$ cat config.mk
export PLATFORM = sky130hd
export DESIGN_NAME = id_issue_ctrl
export DESIGN_NICKNAME = d
export VERILOG_FILES = /design/src/rtl/id_issue_ctrl.sv
export SDC_FILE = /design/constraint.sdc
export NUM_CORES = 1
export LEC_CHECK = 0
export CAP_MARGIN = 20
export CELL_PAD_IN_SITES_DETAIL_PLACEMENT = 0
export CELL_PAD_IN_SITES_GLOBAL_PLACEMENT = 2
export CORE_MARGIN = 2
export CORE_UTILIZATION = 24
export DETAILED_ROUTE_END_ITERATION = 6
export GPL_TIMING_DRIVEN = 1
export PLACE_DENSITY = 0.81
export SYNTH_ARGS = -nofsm -noshare
export SYNTH_HDL_FRONTEND = slang
export SYNTH_SLANG_ARGS = --single-unit
$ cat constraint.sdc
create_clock -name clk -period 8.3 [get_ports clk]
set_input_delay 1.245 -clock clk [delete_from_list [all_inputs] [get_ports clk]]
set_output_delay 1.245 -clock clk [all_outputs]
set_load 0.1 [all_outputs]
$ cat src/rtl/id_issue_ctrl.sv
// id_issue_ctrl
//
// Decode/issue pipeline control for the five-stage CPU. Owns the IF->ID latch
// and the ID->EXE latch, applies the hazard unit's stall to the ID stage,
// captures the already-forwarded rs/rt operands into the EXE input bus, and
// keeps two saturating 32-bit performance counters (stall cycles, issues).
//
// Ports
//   clk, rst            : clock, asynchronous active-high reset
//   IF_over/IF_pc/IF_inst : instruction offered by IF
//   ID_allow_in         : ID accepts from IF this cycle (combinational)
//   ID_valid/ID_pc/ID_inst: ID latch contents
//   stall_required      : load-use / mult-use stall from the hazard unit
//   rs_val/rt_val       : forwarded operands for the ID instruction
//   ID_over             : ID instruction may leave ID (combinational)
//   EXE_over            : EXE instruction completes this cycle
//   MEM_allow_in        : MEM accepts from EXE this cycle
//   EXE_valid/EXE_pc/EXE_inst/EXE_rs_val/EXE_rt_val : EXE latch contents
//   cancel              : exception / ERET flush
//   cnt_clr             : synchronous clear of both counters
//   stall_cnt/issue_cnt : saturating performance counters
module id_issue_ctrl #(
  parameter int PC_W   = 32,
  parameter int INST_W = 32,
  parameter int DATA_W = 32
) (
  input  logic              clk,
  input  logic              rst,
  input  logic              IF_over,
  input  logic [PC_W-1:0]   IF_pc,
  input  logic [INST_W-1:0] IF_inst,
  output logic              ID_allow_in,
  output logic              ID_valid,
  output logic [PC_W-1:0]   ID_pc,
  output logic [INST_W-1:0] ID_inst,
  input  logic              stall_required,
  input  logic [DATA_W-1:0] rs_val,
  input  logic [DATA_W-1:0] rt_val,
  output logic              ID_over,
  input  logic              EXE_over,
  input  logic              MEM_allow_in,
  output logic              EXE_valid,
  output logic [PC_W-1:0]   EXE_pc,
  output logic [INST_W-1:0] EXE_inst,
  output logic [DATA_W-1:0] EXE_rs_val,
  output logic [DATA_W-1:0] EXE_rt_val,
  input  logic              cancel,
  input  logic              cnt_clr,
  output logic [31:0]       stall_cnt,
  output logic [31:0]       issue_cnt
);

  logic exe_allow_in;
  logic issue;
  logic stall_cycle;

  // Increment that sticks at all-ones instead of wrapping.
  function automatic logic [31:0] sat_inc(input logic [31:0] v);
    return (v == 32'hFFFF_FFFF) ? v : v + 32'd1;
  endfunction

  // Handshake terms: all combinational from latch state and neighbour status.
  // stall_required depends only on register outputs, so no loop through here.
  assign exe_allow_in = ~EXE_valid | (EXE_over & MEM_allow_in);
  assign ID_over      = ID_valid & ~stall_required;
  assign ID_allow_in  = ~ID_valid | (ID_over & exe_allow_in);
  assign issue        = ID_over & exe_allow_in & ~cancel;
  assign stall_cycle  = ID_valid & stall_required & ~cancel;

  // IF -> ID boundary
  always_ff @(posedge clk or posedge rst) begin
    if (rst) begin
      ID_valid <= 1'b0;
      ID_pc    <= '0;
      ID_inst  <= '0;
    end else begin
      if (cancel)
        ID_valid <= 1'b0;
      else if (ID_allow_in)
        ID_valid <= IF_over;
      if (IF_over & ID_allow_in & ~cancel) begin
        ID_pc   <= IF_pc;
        ID_inst <= IF_inst;
      end
    end
  end

  // ID -> EXE boundary; a stalled or empty ID shifts a bubble into EXE.
  // Operands are captured in the issue cycle, i.e. after forwarding settles.
  always_ff @(posedge clk or posedge rst) begin
    if (rst) begin
      EXE_valid  <= 1'b0;
      EXE_pc     <= '0;
      EXE_inst   <= '0;
      EXE_rs_val <= '0;
      EXE_rt_val <= '0;
    end else begin
      if (cancel)
        EXE_valid <= 1'b0;
      else if (exe_allow_in)
        EXE_valid <= ID_over;
      if (issue) begin
        EXE_pc     <= ID_pc;
        EXE_inst   <= ID_inst;
        EXE_rs_val <= rs_val;
        EXE_rt_val <= rt_val;
      end
    end
  end

  // Performance counters; clear wins even during a flush.
  // Stall and issue are mutually exclusive for the same ID instruction.
  always_ff @(posedge clk or posedge rst) begin
    if (rst) begin
      stall_cnt <= '0;
      issue_cnt <= '0;
    end else if (cnt_clr) begin
      stall_cnt <= '0;
      issue_cnt <= '0;
    end else begin
      if (stall_cycle)
        stall_cnt <= sat_inc(stall_cnt);
      if (issue)
        issue_cnt <= sat_inc(issue_cnt);
    end
  end

endmodule

Yosys cells after proc, flatten, opt, wreduce, memory -nomap -nowiden
Cells that the tools add are included.

$add $sub $neg: 2. Equality and inequality tests: 4. Muxes and demuxes: 10. Bitwise logic cells: 14. Reductions and logical operators: 6.

Operator list (number): $mux W32 (6); $add A32 B1 Y32 const B (2); $eq A32 B32 Y1 const B (2); $and A1 B1 Y1 (8); $reduce_bool A2 Y1 (4); $mux W1 (4); $ne A2 B2 Y1 const B (2); $not A1 Y1 (4); $reduce_and A2 Y1 (2); $or A1 B1 Y1 (2).

Register bits: 258. Input port bits: 136. Output and inout bits: 260.

Depth between registers and ports, before layout
Gate-level depths: netlist of run 1.

Depth after elaboration: 6. Mapped depth: 8. Mapped depth without buffers: 6.

Worst setup path after synthesis of run 1
No wires, ideal clock.

Path type: input to output. Start: input port EXE_over. End: output port ID_allow_in. Arrival: 3639 ps. Data required time: 7055 ps. Setup slack: 3416 ps. Stages: 2. Path buffers: 0. Cells stage by stage: a21boi_0 > o21ai_0.

Longest elaborated chain between the ends: 4.

RTL lines: from (decl) (line 40) `input logic EXE_over,`; $and A1 B1 Y1 (line 64) `assign exe_allow_in = ~EXE_valid | (EXE_over & MEM_allow_in);`; $or A1 B1 Y1 (line 64); $and A1 B1 Y1 (line 66) `assign ID_allow_in = ~ID_valid | (ID_over & exe_allow_in);`; $or A1 B1 Y1 (line 66); to (decl) (line 32) `output logic ID_allow_in,`.

No other way between the ends.

Worst setup path in the final report of run 1
Same ends and word-level chain as after synthesis.

==> impl_metrics.tcl, run 1 <==
set metrics [dict create \
    syn_avg_cell_area_sq_um 9.90 \
    max-slew-margin-rel 0.292 \
    cts-root-buf "clkbuf_16" \
    drc 0 \
    wl_per_cell_um 16.7 \
    htreeDepth 1 \
    cts_buffers 31 \
    floorplan.initialDensity 0.244 \
    cts_tree "done" \
    multiInputGateArea_sq_um 4140 \
    grt_max_degree 133 \
    rsz0062_at_grt "no" \
    p_leak_nw 7.03 \
    ioPinCount 396 \
    ys_seq_elements 258 \
    final_cells 2095 \
    vias_per_cell 4.44 \
    setup_violations 0 \
    ys_warn_count 0 \
    first_pass_iters 5 \
    crit_fanout 5 \
    post_cts_buffers 0 \
    max_freq_mhz 212 \
    fillCellCount 4512 \
    port_buffers 395 \
    clk_latency_ns 0.56 \
    ant_nets 0 \
    cap_violations 0 \
    critical_path_class "input port to output port" \
    synth_seq_area_share 0.594 \
    yosys.area.top_type "dfrtp_1" \
    num_vias 9305 \
    synth_edf_count 0 \
    die-area_sq_um 47000 \
    clkTransAtPathRegs_ns 0.06 \
    syn-num-nets 1236 \
    fin_skew_ns 0.0101 \
    synthToLayoutAreaGrowth_pct 50.8 \
    cts_sinks 258 \
    grt-ovfl-total 0 \
    cts_hold_buf 0 \
    grt_pass1_wl_um 54400 \
    die_w_um 217 \
    drt_iter0_markers 407 \
    cp.arrival_ns 3.47 \
    antenna_found_initial 1 \
    cp-end-kind "output port" \
    place_inst 2039 \
    worstMarginPinSlew_ns 1.06 \
    fin_nets 1619 \
    seqCellArea_sq_um 6460 \
    synthTopCellsByArea "dfrtp_1 59%, nand2_1 14%, mux2_2 7.0%" \
    slew_violations 0 \
    routed_wl_um 34900 \
    synthCells 1098 \
    ys.flop_type "dfrtp_1" \
    synth_top_area_frac 0.594 \
    core-area_sq_um 44500 \
    fin_setup_tns_ns 0 \
    drive_gt1_frac 0.0905 \
    cts_resized 0 \
    start_kind "input port" \
    required_ns 7.05 \
    dp_hpwl_um 23400 \
    place_congestion 0.754 \
    rows 77 \
    outcome "complete, no violations" \
    power.density_nw_per_um2 318 \
    grt_pass1_vias 9432 \
    ir_drop_mv 0.182 \
    synth_area_sq_um 10900 \
    synth.distinct_cells 44 \
    synthArstFlopShare 1.00 \
    die_h_um 217 \
    timing.final.crit_share 0.569 \
    min_period_ns 4.72 \
    min_path_type "flop to flop" \
    cts_buffer_depth 3 \
    track_usage 0.144 \
    hold_viol 0 \
]
layout make-up:
class                   instances  area share
clock buffers                  45      0.0548
inverters                      11     0.00275
flip-flops and latches        258       0.394
diodes                          1    0.000153
multi-input cells             773       0.253
repair buffers                406       0.248
well taps                     592      0.0452
clock inverters                 9     0.00290
final timing paths:
check,slack [ns],depth (start not counted),to,from
max in group asynchronous,5.76,4,stall_cnt[7],rst
worst min-delay path,0.47,2,EXE_inst[28],EXE_inst[28]
worst max register to register,5.15,6,issue_cnt[27],ID_valid
min in group asynchronous,1.24,3,EXE_inst[13],rst
worst max-delay path,3.58,4,ID_allow_in,EXE_over
worst min register to register,0.47,2,EXE_inst[28],EXE_inst[28]
where the power goes:
group,leakage (nW),internal (mW),switching [mW]
clock,0.472,0.741,0.535
sequential,3.28,1.47,0.127
combinational,3.27,0.500,1.84
routing by layer:
metal  global-route usage  part of all wire  vias to the layer above
met5                    0                 0                        -
met3               0.0453             0.070                       53
li1                     -                 -                     4490
met1                0.182              0.42                     4513
met2                0.239              0.48                      249
met4               0.0386             0.027                        0
placed cells by master (no fill, tap or decap), types with 8 or more instances in the layout:
| cell type | netlist | final |
|---|---|---|
| a21oi_1 | 51 | 51 |
| buf_4 | 1 | 9 |
| clkbuf_16 | 0 | 31 |
| clkdlybuf4s50_1 | 0 | 394 |
| clkinv_2 | 0 | 8 |
| dfrtp_1 | 258 | 258 |
| inv_1 | 11 | 10 |
| mux2_2 | 68 | 68 |
| nand2_1 | 411 | 411 |
| nand3_1 | 26 | 26 |
| nand4_1 | 19 | 19 |
| nor2_1 | 25 | 25 |
| nor2b_1 | 9 | 9 |
| nor3_1 | 9 | 9 |
| nor4_1 | 9 | 9 |
| o21ai_0 | 26 | 26 |
| o31ai_1 | 26 | 26 |
| or3_1 | 23 | 23 |
| or4_1 | 30 | 30 |
sequential cells by signal, summed over array words and instances, names as in the netlist:
signal	cells
EXE_rt_val	32
ID_pc	32
EXE_pc	32
issue_cnt	32
ID_inst	32
EXE_rs_val	32
EXE_valid	1
ID_valid	1
EXE_inst	32
stall_cnt	32
cell families after synthesis:
logic type,count (synthesis),synth area share
AOI/OAI and AO/OA,111,0.0598
xor gates and xnor gates,3,0.00242
adders and majority gates,2,0.00230
buffers and inverters,67,0.0258
DFF,258,0.594
muxes,72,0.0745
and+or+nand+nor,585,0.241
Yosys cell counts (all sizes together), types with 2 or more instances:
master and instances:
nor2b 9, o31ai 27, nor3 9, dfrtp 258, ha 2, or2 3
nor4 10, o41ai 2, or3 24, nand4 19, and4 4, nand3 26
clkbuf 40, nor2 26, xor2 2, nand2 411, mux2 71, nand3b 3
o2111ai 2, or4 30, inv 11, o21ai 26, and3 5, a21oi 51
buf 16
critical path: stages:
cell             delay (ns)
clkdlybuf4s50_1        0.39
a21boi_0               0.57
o21ai_0                0.25
clkdlybuf4s50_1        1.02
per-stage QoR:
step | power, mW | worst slack, ns | cell area (sq um) | hold slack (ns) | utilization
5_1_grt | 5.41 | 3.44 | 16400 | 0.492 | 0.368
3_5_place_dp | 3.96 | 3.56 | 15400 | 0.461 | 0.346
2_1_floorplan | 3.35 | 3.42 | 10900 | 0.962 | -
3_3_place_gp | 3.96 | 3.58 | 15400 | 0.456 | 0.346
6_report | 5.21 | 3.58 | 16400 | 0.472 | 0.368
4_1_cts | 5.29 | 3.56 | 16400 | 0.476 | 0.368
No activity file was read; power rests on OpenSTA's default activity.
==> run 2, diff against run 1 <==
--- a/config.mk
+++ b/config.mk
@@ -9,10 +9,10 @@
 export CELL_PAD_IN_SITES_DETAIL_PLACEMENT = 0
 export CELL_PAD_IN_SITES_GLOBAL_PLACEMENT = 2
 export CORE_MARGIN = 2
-export CORE_UTILIZATION = 24
+export CORE_UTILIZATION = 26
 export DETAILED_ROUTE_END_ITERATION = 6
 export GPL_TIMING_DRIVEN = 1
-export PLACE_DENSITY = 0.81
+export PLACE_DENSITY = 0.83
 export SYNTH_ARGS = -nofsm -noshare
 export SYNTH_HDL_FRONTEND = slang
 export SYNTH_SLANG_ARGS = --single-unit
==> constraint.sdc (replaced) <==
create_clock -name clk -period 4.94 [get_ports clk]
set_input_delay 0.741 -clock clk [delete_from_list [all_inputs] [get_ports clk]]
set_output_delay 0.741 -clock clk [all_outputs]
set_load 0.1 [all_outputs]
==> run 2 against run 1 <==
Net effect: critical path type unchanged; critical path depth is 1 lower; clock skew hardly changed; via count is 0.19% higher.
==> impl_metrics.tcl, run 2 (synthesis gave the netlist of run 1 again) <==
set metrics [dict create \
    p_int_mw 4.78 \
    dp_hpwl_um 23200 \
    wl_per_cell_um 17.0 \
    switching_share 0.469 \
    fin_setup_tns_ns 0 \
    timing.final.crit_share 0.670 \
    fin_skew_ns 0.0105 \
    cts_hold_buf 0 \
    cap_violations 0 \
    die_h_um 208 \
    die_w_um 208 \
    postPlaceCellArea_sq_um 15400 \
    r2r_cells 6 \
    drt-met1-wl_um 14800 \
    p_comb_frac 0.437 \
    hold_viol 0 \
    switching_power_mw 4.22 \
    floorplan.initialDensity 0.265 \
    cts_resized 0 \
    critical_path_class "input port to output port" \
    grt_max_degree 131 \
    seq_power_share 0.298 \
    max_freq_mhz 302 \
    track_usage 0.156 \
    core-area_sq_um 41000 \
    cp.arrival_ns 2.57 \
    first_pass_iters 4 \
    p_total_mw 8.99 \
    worstMarginPinSlew_ns 1.11 \
    rows 74 \
    max-slew-margin-rel 0.256 \
    ioPinCount 396 \
    final_common_cell "nand2_1" \
    grt_pass1_vias 9460 \
    dr_wl_met2_um 16300 \
    die-area_sq_um 43500 \
    worst_hold_slack_ns 0.444 \
    crit_fanout 5 \
    routed_wl_um 34600 \
    antenna_found_initial 1 \
    design_area_sq_um 16500 \
    clk_latency_ns 0.56 \
    clockPowerShare 0.265 \
    setup_violations 0 \
    post_cts_buffers 0 \
    rrSetupSlack_ns 2.25 \
    fillCellCount 4063 \
    num_vias 9323 \
    place_congestion 0.777 \
    cts_buffers 31 \
    cts_sinks 258 \
    cts-root-buf "clkbuf_16" \
    power.density_nw_per_um2 546 \
    drc 0 \
    min_period_ns 3.31 \
    vias_per_cell 4.58 \
    ant_nets 0 \
    r2r-end "issue_cnt[21]" \
    cts_buffer_depth 3 \
    p_leak_nw 7.11 \
    rr_startpoint "issue_cnt[3]" \
    outcome "complete, no violations" \
    port_buffers 395 \
    cts_tree "done" \
    start_kind "input port" \
    met3_wirelength_um 2670 \
    drive_gt1_frac 0.0952 \
    rsz0062_at_grt "no" \
    synthToLayoutAreaGrowth_pct 51.4 \
    mostFrequentLayoutCells "411 x nand2_1, 393 x clkdlybuf4s50_1, 258 x dfrtp_1" \
    fin_nets 1618 \
    required_ns 4.20 \
    drt_iter0_markers 464 \
    slew_violations 0 \
    htreeDepth 1 \
    clkTransAtPathRegs_ns 0.06 \
    ir_drop_mv 0.414 \
    grt-ovfl-total 0 \
    top_layer "met4" \
    grt_pass1_wl_um 54700 \
    min_path_type "input port to asynchronous set/reset pin" \
    cp-end-kind "output port" \
]
run 2: changes by cell type in the layout (fill, tap and decap cells not counted), sizes merged:
cell	previous run	this run
clkdlybuf4s50	394	393
clkbuf	45	44
bufinv	0	3
clkinvlp	2	1
run 2: worst max-delay path by stage:
stage              startpoint      endpoint  slack (ns)  depth (start not counted)
3_5_place_dp           cancel  issue_cnt[9]        1.52                          6
5_1_grt        stall_required       ID_over        1.56                          3
3_3_place_gp           cancel  issue_cnt[9]        1.48                          6
6_report       stall_required       ID_over        1.63                          3
2_1_floorplan       EXE_valid    ID_inst[0]        0.65                          6
4_1_cts        stall_required       ID_over        1.63                          3
run 2: final cells by class:
class	instances	area, sq um	area share
Sequential cell	258	6460	0.392
Clock buffer	44	945	0.0574
Clock inverter	11	134	0.00813
Antenna cell	1	2.50	0.000152
Timing Repair Buffer	405	4070	0.247
Multi-Input combinational cell	773	4140	0.252
Tap cell	532	666	0.0404
Inverter	11	45.0	0.00274
run 2: per-layer routing:
| layer | vias to the layer above | track usage |
|---|---|---|
| li1 | 4485 | - |
| met2 | 258 | 0.253 |
| met4 | 0 | 0.0412 |
| met3 | 47 | 0.0494 |
| met5 | - | 0 |
| met1 | 4533 | 0.199 |
run 2: per-stage QoR:
step           worst slack [ns]  cells   util
3_5_place_dp               1.52   1979  0.375
4_1_cts                    1.63   2034  0.401
3_3_place_gp               1.48   1979  0.375
5_1_grt                    1.56   2034  0.401
2_1_floorplan             0.655   1098      -
6_report                   1.63   2035  0.401
run 2: power groups by stage:
stage	registers (mW)	clock network, mW	logic, mW
CTS	2.68	2.47	3.96
detailed placement	2.71	0	3.95
global route	2.73	2.56	4.05
finish	2.68	2.39	3.93
floorplan	5.25	0	0.370
global placement	2.70	0	3.95
run 2: worst max-delay path: stages:
cell and delay (ns):
clkdlybuf4s50_1 0.48, nor2b_1 0.19, clkdlybuf4s50_1 1.15
==> run 3, diff against run 2 <==
--- a/config.mk
+++ b/config.mk
@@ -9,10 +9,10 @@
 export CELL_PAD_IN_SITES_DETAIL_PLACEMENT = 0
 export CELL_PAD_IN_SITES_GLOBAL_PLACEMENT = 2
 export CORE_MARGIN = 2
-export CORE_UTILIZATION = 26
+export CORE_UTILIZATION = 24
 export DETAILED_ROUTE_END_ITERATION = 6
 export GPL_TIMING_DRIVEN = 1
-export PLACE_DENSITY = 0.83
+export PLACE_DENSITY = 0.81
 export SYNTH_ARGS = -nofsm -noshare
 export SYNTH_HDL_FRONTEND = slang
 export SYNTH_SLANG_ARGS = --single-unit
==> constraint.sdc (replaced) <==
create_clock -name clk -period 3.01 [get_ports clk]
set_input_delay 0.4515 -clock clk [delete_from_list [all_inputs] [get_ports clk]]
set_output_delay 0.4515 -clock clk [all_outputs]
set_load 0.1 [all_outputs]
==> run 3 against run 2 <==
Net effect: combinational power grew 59%; utilization shrank 4.3 points; critical path type is now flop to flop; sequential share of layout area grew 1.3 points; sequential cell count is the same; die area grew 8.2%; critical endpoint is now issue_cnt[16]; total power grew 58%; cell count grew 3.6%.
==> impl_metrics.tcl, run 3 (synthesis gave the netlist of run 1 again) <==
set metrics [dict create \
    outcome "complete, no violations" \
    diodes 0 \
    wl_per_cell_um 16.8 \
    worst_hold_slack_ns 0.361 \
    cts_buffer_depth 3 \
    grt_pass1_wl_um 54900 \
    max_freq_mhz 403 \
    num_vias 9354 \
    drt_iter0_markers 529 \
    clkTransAtPathRegs_ns 0.06 \
    r2r-end "issue_cnt[16]" \
    critical_path_class "flop to flop" \
    r2r_cells 6 \
    floorplan.initialDensity 0.244 \
    antenna_found_initial 0 \
    max-slew-margin-rel 0.570 \
    timing.final.crit_share 0.825 \
    htreeDepth 1 \
    mostFrequentLayoutCells "411 x nand2_1, 278 x buf_4, 258 x dfrtp_1" \
    min_path_cells 2 \
    port_buffers 395 \
    cts-root-buf "clkbuf_16" \
    grt_max_degree 87 \
    fin_nets 1635 \
    routed_wl_um 35400 \
    cts_hold_buf 0 \
    cts_buffers 31 \
    p_total_mw 14.2 \
    setup_violations 0 \
    rrSetupSlack_ns 0.53 \
    rows 77 \
    grt-ovfl-total 0 \
    seqCellArea_sq_um 6460 \
    endpoint "issue_cnt[16]" \
    track_usage 0.146 \
    cp.arrival_ns 2.92 \
    start_kind "flop" \
    drc 0 \
    ant_nets 0 \
    die_w_um 217 \
    crit_fanout 31 \
    vias_per_cell 4.44 \
    die_h_um 217 \
    synthToLayoutAreaGrowth_pct 46.6 \
    grt_pass1_vias 9513 \
    slew_violations 0 \
    cap_violations 0 \
    startpoint "issue_cnt[3]" \
    worstMarginPinSlew_ns 0.645 \
    rsz0062_at_grt "no" \
    cts_sinks 258 \
    final_common_cell "nand2_1" \
    hold_viol 0 \
    cts_tree "done" \
    cts_resized 0 \
    rr_startpoint "issue_cnt[3]" \
    min_period_ns 2.48 \
    first_pass_iters 7 \
    fin_skew_ns 0.00984 \
    place_congestion 0.766 \
    die-area_sq_um 47000 \
    core-area_sq_um 44500 \
    drive_gt1_frac 0.269 \
    power.density_nw_per_um2 890 \
    fillCellCount 4593 \
    p_leak_nw 7.49 \
    multiInputGateArea_sq_um 4150 \
    dp_hpwl_um 25200 \
    post_cts_buffers 0 \
    ioPinCount 396 \
    cp-end-kind "flop" \
    ir_drop_mv 0.598 \
    clk_latency_ns 0.57 \
    min_path_type "input port to flop" \
    required_ns 3.45 \
]
## run 3: changes by cell type in the layout (fill, tap and decap cells not counted), moves of 3 or more
cell / delta
buf_4: +271
clkinv_2: -4
clkbuf_1: +10
buf_12: +5
clkbuf_8: -6
bufinv_16: -3
clkdlybuf4s50_1: -259
## run 3: cell type report
cell class / instances / share of cell area
flip-flops and latches: 258 / 0.405
multi-input cells: 773 / 0.260
repair buffers: 422 / 0.227
clock buffers: 48 / 0.0565
well taps: 592 / 0.0465
inverters: 11 / 0.00283
clock inverters: 5 / 0.00196
## run 3: where the power goes
| part | leakage, nW | internal, mW | total [mW] | switching, mW |
|---|---|---|---|---|
| Sequential | 3.28 | 4.04 | 4.43 | 0.390 |
| Clock | 0.455 | 2.03 | 3.50 | 1.47 |
| Combinational | 3.75 | 1.19 | 6.25 | 5.06 |
## run 3: worst max-delay path, stage by stage, from the launching register on
cell,delay [ns]
dfrtp_1,0.44
nand4_1,0.33
nor4_1,0.49
and4_1,0.50
buf_4,0.36
or4_1,0.15
o21ai_0,0.08
## run 3: per-layer routing
metal	up-vias	routed length (um)	global-route usage
li1	4503	-	-
met1	4515	14400	0.177
met2	289	16800	0.243
met3	47	3470	0.0556
met4	0	724	0.0361
met5	-	0	0
## run 3: worst min path at each step
| stage | end | startpoint | slack, ns |
|---|---|---|---|
| 2_1_floorplan | ID_valid | cancel | 0.51 |
| 3_3_place_gp | EXE_inst[8] | EXE_inst[8] | 0.46 |
| 3_5_place_dp | EXE_pc[30] | EXE_pc[30] | 0.46 |
| 4_1_cts | stall_cnt[0] | cnt_clr | 0.33 |
| 5_1_grt | stall_cnt[0] | cnt_clr | 0.37 |
| 6_report | stall_cnt[0] | cnt_clr | 0.36 |
## run 3: per-stage QoR
step	instances	setup TNS, ns	worst slack (ns)	cell area [sq um]	utilization
floorplan	1098	-221.80	-0.841	10900	-
finish	2109	0	0.527	15900	0.358
global placement	2056	0	0.262	15000	0.337
global route	2109	0	0.257	15900	0.358
detailed placement	2056	0	0.252	15000	0.337
CTS	2109	0	0.498	15900	0.358
